## config.mk

```make
export PLATFORM = sky130hd
export DESIGN_NAME = uart_tx_arbiter
export DESIGN_NICKNAME = d
export VERILOG_FILES = /design/src/rtl/uart_tx_arbiter.sv
export SDC_FILE = /design/constraint.sdc
export NUM_CORES = 1
export LEC_CHECK = 0
export ABC_CLOCK_PERIOD_IN_PS = 4300
export CORE_UTILIZATION = 42
export CTS_BUF_LIST = sky130_fd_sc_hd__clkbuf_4 sky130_fd_sc_hd__clkbuf_8
export CTS_CLUSTER_SIZE = 8
export DETAILED_ROUTE_END_ITERATION = 10
export MAX_ROUTING_LAYER = met4
export PLACE_DENSITY = 0.88
export SETUP_SLACK_MARGIN = 0.1
export SYNTH_ARGS = -nofsm -noshare
export SYNTH_HDL_FRONTEND = slang
export SYNTH_SLANG_ARGS = --single-unit
```

## constraint.sdc

```tcl
create_clock -name clk -period 4.3 [get_ports clk]
set_input_delay 1.075 -clock clk [delete_from_list [all_inputs] [get_ports clk]]
set_output_delay 1.075 -clock clk [all_outputs]
set_load 0.01 [all_outputs]
```

## src/rtl/uart_tx_arbiter.sv

```systemverilog
// Round-robin arbiter that shares one UART transmitter between NUM_REQ requesters.
// Each grant launches exactly one frame and is closed by an ack pulse or a timeout_err pulse.
module uart_tx_arbiter #(
    parameter int NUM_REQ        = 4,
    parameter int IDX_W          = 2,
    parameter int DATA_WIDTH     = 32,
    parameter int TIMEOUT_CYCLES = 0
) (
    input  logic                          clk,
    input  logic                          reset,
    input  logic [NUM_REQ-1:0]            req,
    input  logic [NUM_REQ*DATA_WIDTH-1:0] req_data,
    input  logic [2:0]                    baud_cfg,
    output logic [NUM_REQ-1:0]            ack,
    output logic                          timeout_err,
    output logic                          grant_valid,
    output logic [IDX_W-1:0]              grant_idx,
    output logic [DATA_WIDTH-1:0]         tx_data,
    output logic                          tx_send_en,
    output logic [2:0]                    tx_baud_set,
    input  logic                          tx_done,
    input  logic                          tx_busy,
    output logic [1:0]                    dbg_state
);

    // Handshake: req is a level held until its ack; tx_send_en is a one-cycle launch
    // pulse; tx_done is a one-cycle completion pulse and only counts while in WAIT.
    typedef enum logic [1:0] {
        ST_IDLE = 2'd0,
        ST_SEND = 2'd1,
        ST_WAIT = 2'd2
    } state_t;

    localparam int CNT_W = (TIMEOUT_CYCLES < 2) ? 1 : $clog2(TIMEOUT_CYCLES + 1);
    localparam logic [CNT_W-1:0] CNT_LAST =
        CNT_W'((TIMEOUT_CYCLES > 0) ? TIMEOUT_CYCLES - 1 : 0);
    localparam logic [IDX_W-1:0] PTR_RESET = IDX_W'(NUM_REQ - 1);

    state_t                  state, state_d;
    logic [IDX_W-1:0]        ptr, ptr_d;
    logic [CNT_W-1:0]        cnt, cnt_d;
    logic [NUM_REQ-1:0]      ack_d;
    logic                    timeout_err_d;
    logic                    grant_valid_d;
    logic [IDX_W-1:0]        grant_idx_d;
    logic [DATA_WIDTH-1:0]   tx_data_d;
    logic                    tx_send_en_d;
    logic [2:0]              tx_baud_set_d;

    logic                    found;
    logic [IDX_W-1:0]        winner;
    logic [IDX_W-1:0]        cand;
    logic [DATA_WIDTH-1:0]   words [NUM_REQ];

    for (genvar g = 0; g < NUM_REQ; g++) begin : g_words
        assign words[g] = req_data[g*DATA_WIDTH +: DATA_WIDTH];
    end

    assign dbg_state = state;

    // First set request bit scanning upward from the slot after the last grant.
    always_comb begin
        found  = 1'b0;
        winner = '0;
        cand   = '0;
        for (int k = 1; k <= NUM_REQ; k++) begin
            cand = IDX_W'((int'(ptr) + k) % NUM_REQ);
            if (!found && req[cand]) begin
                found  = 1'b1;
                winner = cand;
            end
        end
    end

    always_comb begin
        state_d       = state;
        ptr_d         = ptr;
        cnt_d         = cnt;
        ack_d         = '0;
        timeout_err_d = 1'b0;
        grant_valid_d = grant_valid;
        grant_idx_d   = grant_idx;
        tx_data_d     = tx_data;
        tx_send_en_d  = 1'b0;
        tx_baud_set_d = tx_baud_set;

        case (state)
            ST_IDLE: begin
                cnt_d = '0;
                if (found && !tx_busy) begin
                    state_d       = ST_SEND;
                    grant_valid_d = 1'b1;
                    grant_idx_d   = winner;
                    tx_data_d     = words[winner];
                    tx_baud_set_d = baud_cfg;
                end
            end
            ST_SEND: begin
                cnt_d        = '0;
                tx_send_en_d = 1'b1;
                state_d      = ST_WAIT;
            end
            ST_WAIT: begin
                // Completion beats a coincident timeout; the requester still gets its ack.
                if (tx_done) begin
                    ack_d         = NUM_REQ'(1) << grant_idx;
                    ptr_d         = grant_idx;
                    grant_valid_d = 1'b0;
                    cnt_d         = '0;
                    state_d       = ST_IDLE;
                end else if (TIMEOUT_CYCLES != 0 && cnt == CNT_LAST) begin
                    timeout_err_d = 1'b1;
                    ptr_d         = grant_idx;
                    grant_valid_d = 1'b0;
                    cnt_d         = '0;
                    state_d       = ST_IDLE;
                end else if (cnt != '1) begin
                    cnt_d = cnt + 1'b1;
                end
            end
            default: begin
                state_d = ST_IDLE;
            end
        endcase
    end

    always_ff @(posedge clk or posedge reset) begin
        if (reset) begin
            state       <= ST_IDLE;
            ptr         <= PTR_RESET;
            cnt         <= '0;
            ack         <= '0;
            timeout_err <= 1'b0;
            grant_valid <= 1'b0;
            grant_idx   <= '0;
            tx_data     <= '0;
            tx_send_en  <= 1'b0;
            tx_baud_set <= '0;
        end else begin
            state       <= state_d;
            ptr         <= ptr_d;
            cnt         <= cnt_d;
            ack         <= ack_d;
            timeout_err <= timeout_err_d;
            grant_valid <= grant_valid_d;
            grant_idx   <= grant_idx_d;
            tx_data     <= tx_data_d;
            tx_send_en  <= tx_send_en_d;
            tx_baud_set <= tx_baud_set_d;
        end
    end

endmodule

```

=== Word level (Yosys, flattened, before mapping) ===
Cells that the tools add are included.

* Bitwise operators: 1
* Divide/modulo/power cells: 0
* $mul: 0
* Order comparisons: 5
* $add $sub $neg: 4
* Shifts and indexed selects: 1
* Eq/ne operators: 4
* Reductions and logical operators: 14
* Muxes and demuxes: 28

{| class="wikitable"
|+ Operators by type and width
! cell !! number
|-
| binary-select mux 32 bit (select 2 bit) || 1
|-
| two-way mux 32 bit || 2
|-
| less-than comparator 2 x 3 -> 1 bit (second input constant) || 4
|-
| two-way mux 2 bit || 6
|-
| two-way mux 1 bit || 11
|-
| binary-select mux 1 bit (select 2 bit) || 4
|-
| two-way mux 4 bit || 2
|-
| one-hot mux 2 bit (3 select lines) || 1
|-
| AND reduction 2 bit || 3
|-
| adder 2 x 1 -> 2 bit (second input constant) || 2
|-
| adder 2 bit (second input constant) || 2
|-
| logical AND 1 bit || 4
|-
| logical NOT 1 bit || 4
|-
| inequality test 2 bit (second input constant) || 2
|-
| left shift 1 x 2 -> 4 bit (first input constant) || 1
|-
| greater-or-equal comparator 3 bit (second input constant) || 1
|-
| NOT 2 -> 3 bit || 1
|-
| AND reduction 3 bit || 1
|-
| equality test 2 x 1 -> 1 bit (second input constant) || 1
|-
| equality test 2 bit (second input constant) || 1
|-
| logical NOT 2 bit || 1
|-
| one-hot mux 1 bit (2 select lines) || 1
|-
| nonzero test 2 bit || 1
|}

* Memory bits (writable): 0
* Output and inout bits: 46
* Logic and storage cells: 65
* Input bits: 139
* Memory bits (read-only): 0
* Register bits: 47
* Memories kept: 0
* Latch bits: 0

=== Longest topological paths before layout ===
* Word-level depth: 17
* Gate-level depth with buffers: 7
* Gate-level depth less buffers: 5

=== Least setup slack after synthesis ===
OpenSTA, ideal clock, no wires.

* Path type: input -> register
* Start point: input req[3]
* End point: register tx_data[10]
* Slack: 1.828 ns
* Stages: 7
* Setup time: 0.131 ns
* Arrival time: 2.341 ns
* Path buffers: 2
* Required time: 4.169 ns
* Cell sequence: nor2b_1 > o21a_1 > buf_2 > nor3_4 > buf_6 > mux2i_1 > o211ai_2

* Longest elaborated chain between the ends: 16
* Elaborated cells between the ends (all ways): 28
* Classes of those cells: 19 x mux; 1 x bitwise; 8 x reduce/logical

{| class="wikitable"
|+ RTL lines
! element !! line !! source
|-
| from (decl) || 11 || <nowiki>input logic [NUM_REQ-1:0] req,</nowiki>
|-
| binary-select mux 1 bit (select 2 bit) || 68 || <nowiki>if (!found && req[cand]) begin</nowiki>
|-
| two-way mux 1 bit (implied by the code) || 68 ||
|-
| two-way mux 1 bit || 68 ||
|-
| logical NOT 1 bit || 68 ||
|-
| logical AND 1 bit || 68 ||
|-
| two-way mux 1 bit || 68 ||
|-
| logical NOT 1 bit || 68 ||
|-
| logical AND 1 bit || 68 ||
|-
| two-way mux 1 bit || 68 ||
|-
| logical NOT 1 bit || 68 ||
|-
| logical AND 1 bit || 68 ||
|-
| two-way mux 2 bit || 68 ||
|-
| NOT 2 -> 3 bit (implied by the code) || 94 || <nowiki>tx_data_d = words[winner];</nowiki>
|-
| binary-select mux 32 bit (select 2 bit) || 94 ||
|-
| two-way mux 32 bit (implied by the code) (2 in series) || 94 ||
|-
| to (signal assigned) || 147 || <nowiki>tx_data <= tx_data_d;</nowiki>
|-
| to (decl) || 18 || <nowiki>output logic [DATA_WIDTH-1:0] tx_data,</nowiki>
|}

Several ways; a longest one is shown, not always the timed one. The select of a mux whose other input is x is not followed.
A chain may end at the register's enable or synchronous reset.

=== Worst setup path in the final report ===
* Start point: input req[3]
* End point: register tx_data[18]

Same word-level chain as after synthesis.

==> results.json <==
{
  "power_density_mw_per_mm2": 508,
  "post_cts_buffers": 0,
  "fin_area_mm2": 0.00520,
  "endpoint": "tx_data[18]",
  "cp.depth": 7,
  "path_cells": "clkdlybuf4s50_1, o41ai_4, buf_4, inv_2, nand3_2, buf_4, o211ai_2",
  "drv_slew": 0,
  "gp_congestion": 0.865,
  "reg2reg_depth": 7,
  "finClkSkew_ns": 0.0114,
  "relSlewSlack_pct": 34.4,
  "coreArea_mm2": 0.00725,
  "slowest_delay_ns": 0.56,
  "fin_crit_sh_pct": 72.1,
  "synth-main-ff-cell": "dfrtp_1",
  "worst_pin_slew_ns": 0.983,
  "antenna_found_initial": 0,
  "hold_viol": 0,
  "clkTransAtPathRegs_ns": 0.08,
  "crit_family": "buffers and inverters",
  "nets": 632,
  "reg2reg_from": "dbg_state[1]",
  "routed_via_density": 5.63,
  "r2r-end": "tx_data[18]",
  "clock_path_buffers": 2,
  "worstSetupEndpointType": "flop",
  "dp_hpwl_um": 7690,
  "numCtsBuffers": 5,
  "clock.fmax_ghz": 0.322,
  "htree_levels": 2,
  "place_area_mm2": 0.00508,
  "rows": 31,
  "cts_tree": "built",
  "fin_util_pct": 71.7,
  "drive_gt1_share_pct": 12.1,
  "synth_cell_types": 34,
  "wl_per_cell_um": 17.6,
  "vias": 3338,
  "diodes": 0,
  "p_leak_nw": 2.16,
  "rsz0062_at_grt": "false",
  "first_iter_violations": 71,
  "tns_ns": 0,
  "first_global_vias": 3440,
  "cts.sinks": 47,
  "insertion_delay_ns": 0.29,
  "track_usage_pct": 27.6,
  "wl_um": 10400,
  "crit_path_max_fanout": 17,
  "initial_core_util_pct": 43.7,
  "dieArea_mm2": 0.00789,
  "antenna_left": 0,
  "syn_area_mm2": 0.00317,
  "arrival_ns": 3.27,
  "path_class": "input pin to flop",
  "firstDrtPassIters": 4,
  "drv_cap": 0,
  "postSynth.asyncResetShare_pct": 100,
  "crit_buf_inv": 4,
  "hold_class": "flop to flop",
  "ir_worst_vdd_v": 0.000253,
  "critPathLaunch": "req[3]",
  "die_h_um": 88.9,
  "grt_pass1_wl_um": 16000,
  "period_needed_ns": 3.10,
  "required_ns": 4.46,
  "worstSetupStartpointType": "input pin",
  "cts-root-buf": "clkbuf_8",
  "grt_max_degree": 48,
  "route.detailed.drc": 0,
  "io_pins": 185,
  "cp_common_cell": "buf_4",
  "setup_viol": 0,
  "ys_seq_area_share_pct": 37.2,
  "synthCells": 326,
  "overflow": 0,
  "reg2reg_slack_ns": 1.91,
  "die_w_um": 88.9,
  "post_cts_resized": 0,
  "synth_edf_count": 0,
  "syn-mean-instance-area_um2": 9.72,
  "cts_hold_buf": 0,
  "fin_cells": 593,
  "outcome": "finished clean",
  "dpl.cell_count": 585,
  "synth_fp_nets": 465,
  "ys_seq_elements": 47,
  "cp_slowest_cell": "clkdlybuf4s50_1",
  "yosys_warnings": 0,
  "io_buffers": 183,
  "area_growth_pct": 64.1
}
-- flip-flops by register name, summed over array words and instances (netlist names) --
| name | flops |
|---|---|
| ack | 4 |
| dbg_state | 2 |
| grant_idx | 2 |
| grant_valid | 1 |
| ptr | 2 |
| tx_baud_set | 3 |
| tx_data | 32 |
| tx_send_en | 1 |
-- cells in the final DEF (no fill, tap or decap), types with 2 or more instances in the layout --
cell | synthesis | final
clkdlybuf4s50_1 | 0 | 183
o21ai_1 | 30 | 30
inv_2 | 1 | 2
o21ai_0 | 5 | 3
mux2i_1 | 32 | 32
nand2_1 | 52 | 52
o211ai_2 | 29 | 29
nor3_1 | 2 | 2
clkbuf_4 | 0 | 2
o21ai_2 | 0 | 2
clkbuf_8 | 0 | 5
o211ai_1 | 3 | 3
dfstp_2 | 2 | 2
and4_1 | 32 | 32
o31a_1 | 32 | 32
o21a_1 | 2 | 2
buf_4 | 1 | 11
nor2_1 | 4 | 4
nand2b_1 | 3 | 3
nor2b_1 | 3 | 3
dfrtp_1 | 45 | 45
-- per-layer routing --
layer / global-route usage, % / vias to the layer above / part of all wire [%]
li1: - / 1561 / -
met1: 30.9 / 1610 / 39
met2: 49.2 / 138 / 53
met3: 4.01 / 29 / 6.1
met4: 11.1 / 0 / 2.6
met5: - / - / 0
-- per-stage QoR --
step / worst slack [ns] / hold WS (ns) / total power [mW]
2_1_floorplan: 1.83 / 0.444 / 1.63
3_3_place_gp: 0.943 / 0.460 / 2.28
3_5_place_dp: 0.910 / 0.467 / 2.32
4_1_cts: 1.18 / 0.483 / 2.65
5_1_grt: 0.987 / 0.503 / 2.81
6_report: 1.20 / 0.480 / 2.64
-- report_power, final --
part	internal (mW)	leakage, nW	switching (mW)	total [mW]
logic	0.805	1.51	0.736	1.54
registers	0.639	0.586	0.132	0.771
clock network	0.187	0.0593	0.144	0.330
total	1.63	2.16	1.01	2.64
-- kinds of logic after synthesis --
kind of cell    synth area share [%]
buf+inv                         5.41
flops                           37.2
mux                             10.1
simple gates                    18.6
other cells                    0.118
compound gates                  28.6
-- worst min-delay path by stage --
stage / startpoint / end / cells after the start
floorplan: ptr[0] / ptr[0] / 2
global placement: ptr[0] / ptr[0] / 2
detailed placement: ptr[0] / ptr[0] / 2
CTS: ptr[0] / ptr[0] / 2
global route: ptr[0] / ptr[0] / 2
finish: ptr[0] / ptr[0] / 2
-- worst min-delay path, cell delays in order (launching register included) --
cell and delay (ns):
dfstp_2 0.38, nand2_1 0.05, nand2_1 0.05
-- cell usage after synthesis (2+ instances only) --
cell      number  area (um2)
clkbuf_1      24        90.1
and4_1        32         280
nor2b_1        3        18.8
nand2b_1       3        18.8
o21ai_1       30         150
o211ai_1       3        22.5
nor3_1         2        10.0
buf_6          3        33.8
nand2_1       52         195
o21a_1         2        15.0
inv_1          2        7.51
a21oi_1        2        10.0
buf_2          5        25.0
o211ai_2      29         363
nor2_1         4        15.0
dfstp_2        2        52.6
dfrtp_1       45        1130
mux2i_1       32         320
o31a_1        32         280
o21ai_0        5        25.0
-- area by class of cell --
| type | count | area, um2 |
|---|---|---|
| clock buffer | 7 | 83.8 |
| clock inverter | 1 | 30.0 |
| fill | 567 | 2050 |
| inverter | 3 | 11.3 |
| multi-input combinational | 242 | 1860 |
| sequential | 47 | 1180 |
| tap | 99 | 124 |
| timing repair buffer | 194 | 1910 |
Power figures use the tool's default switching activity.
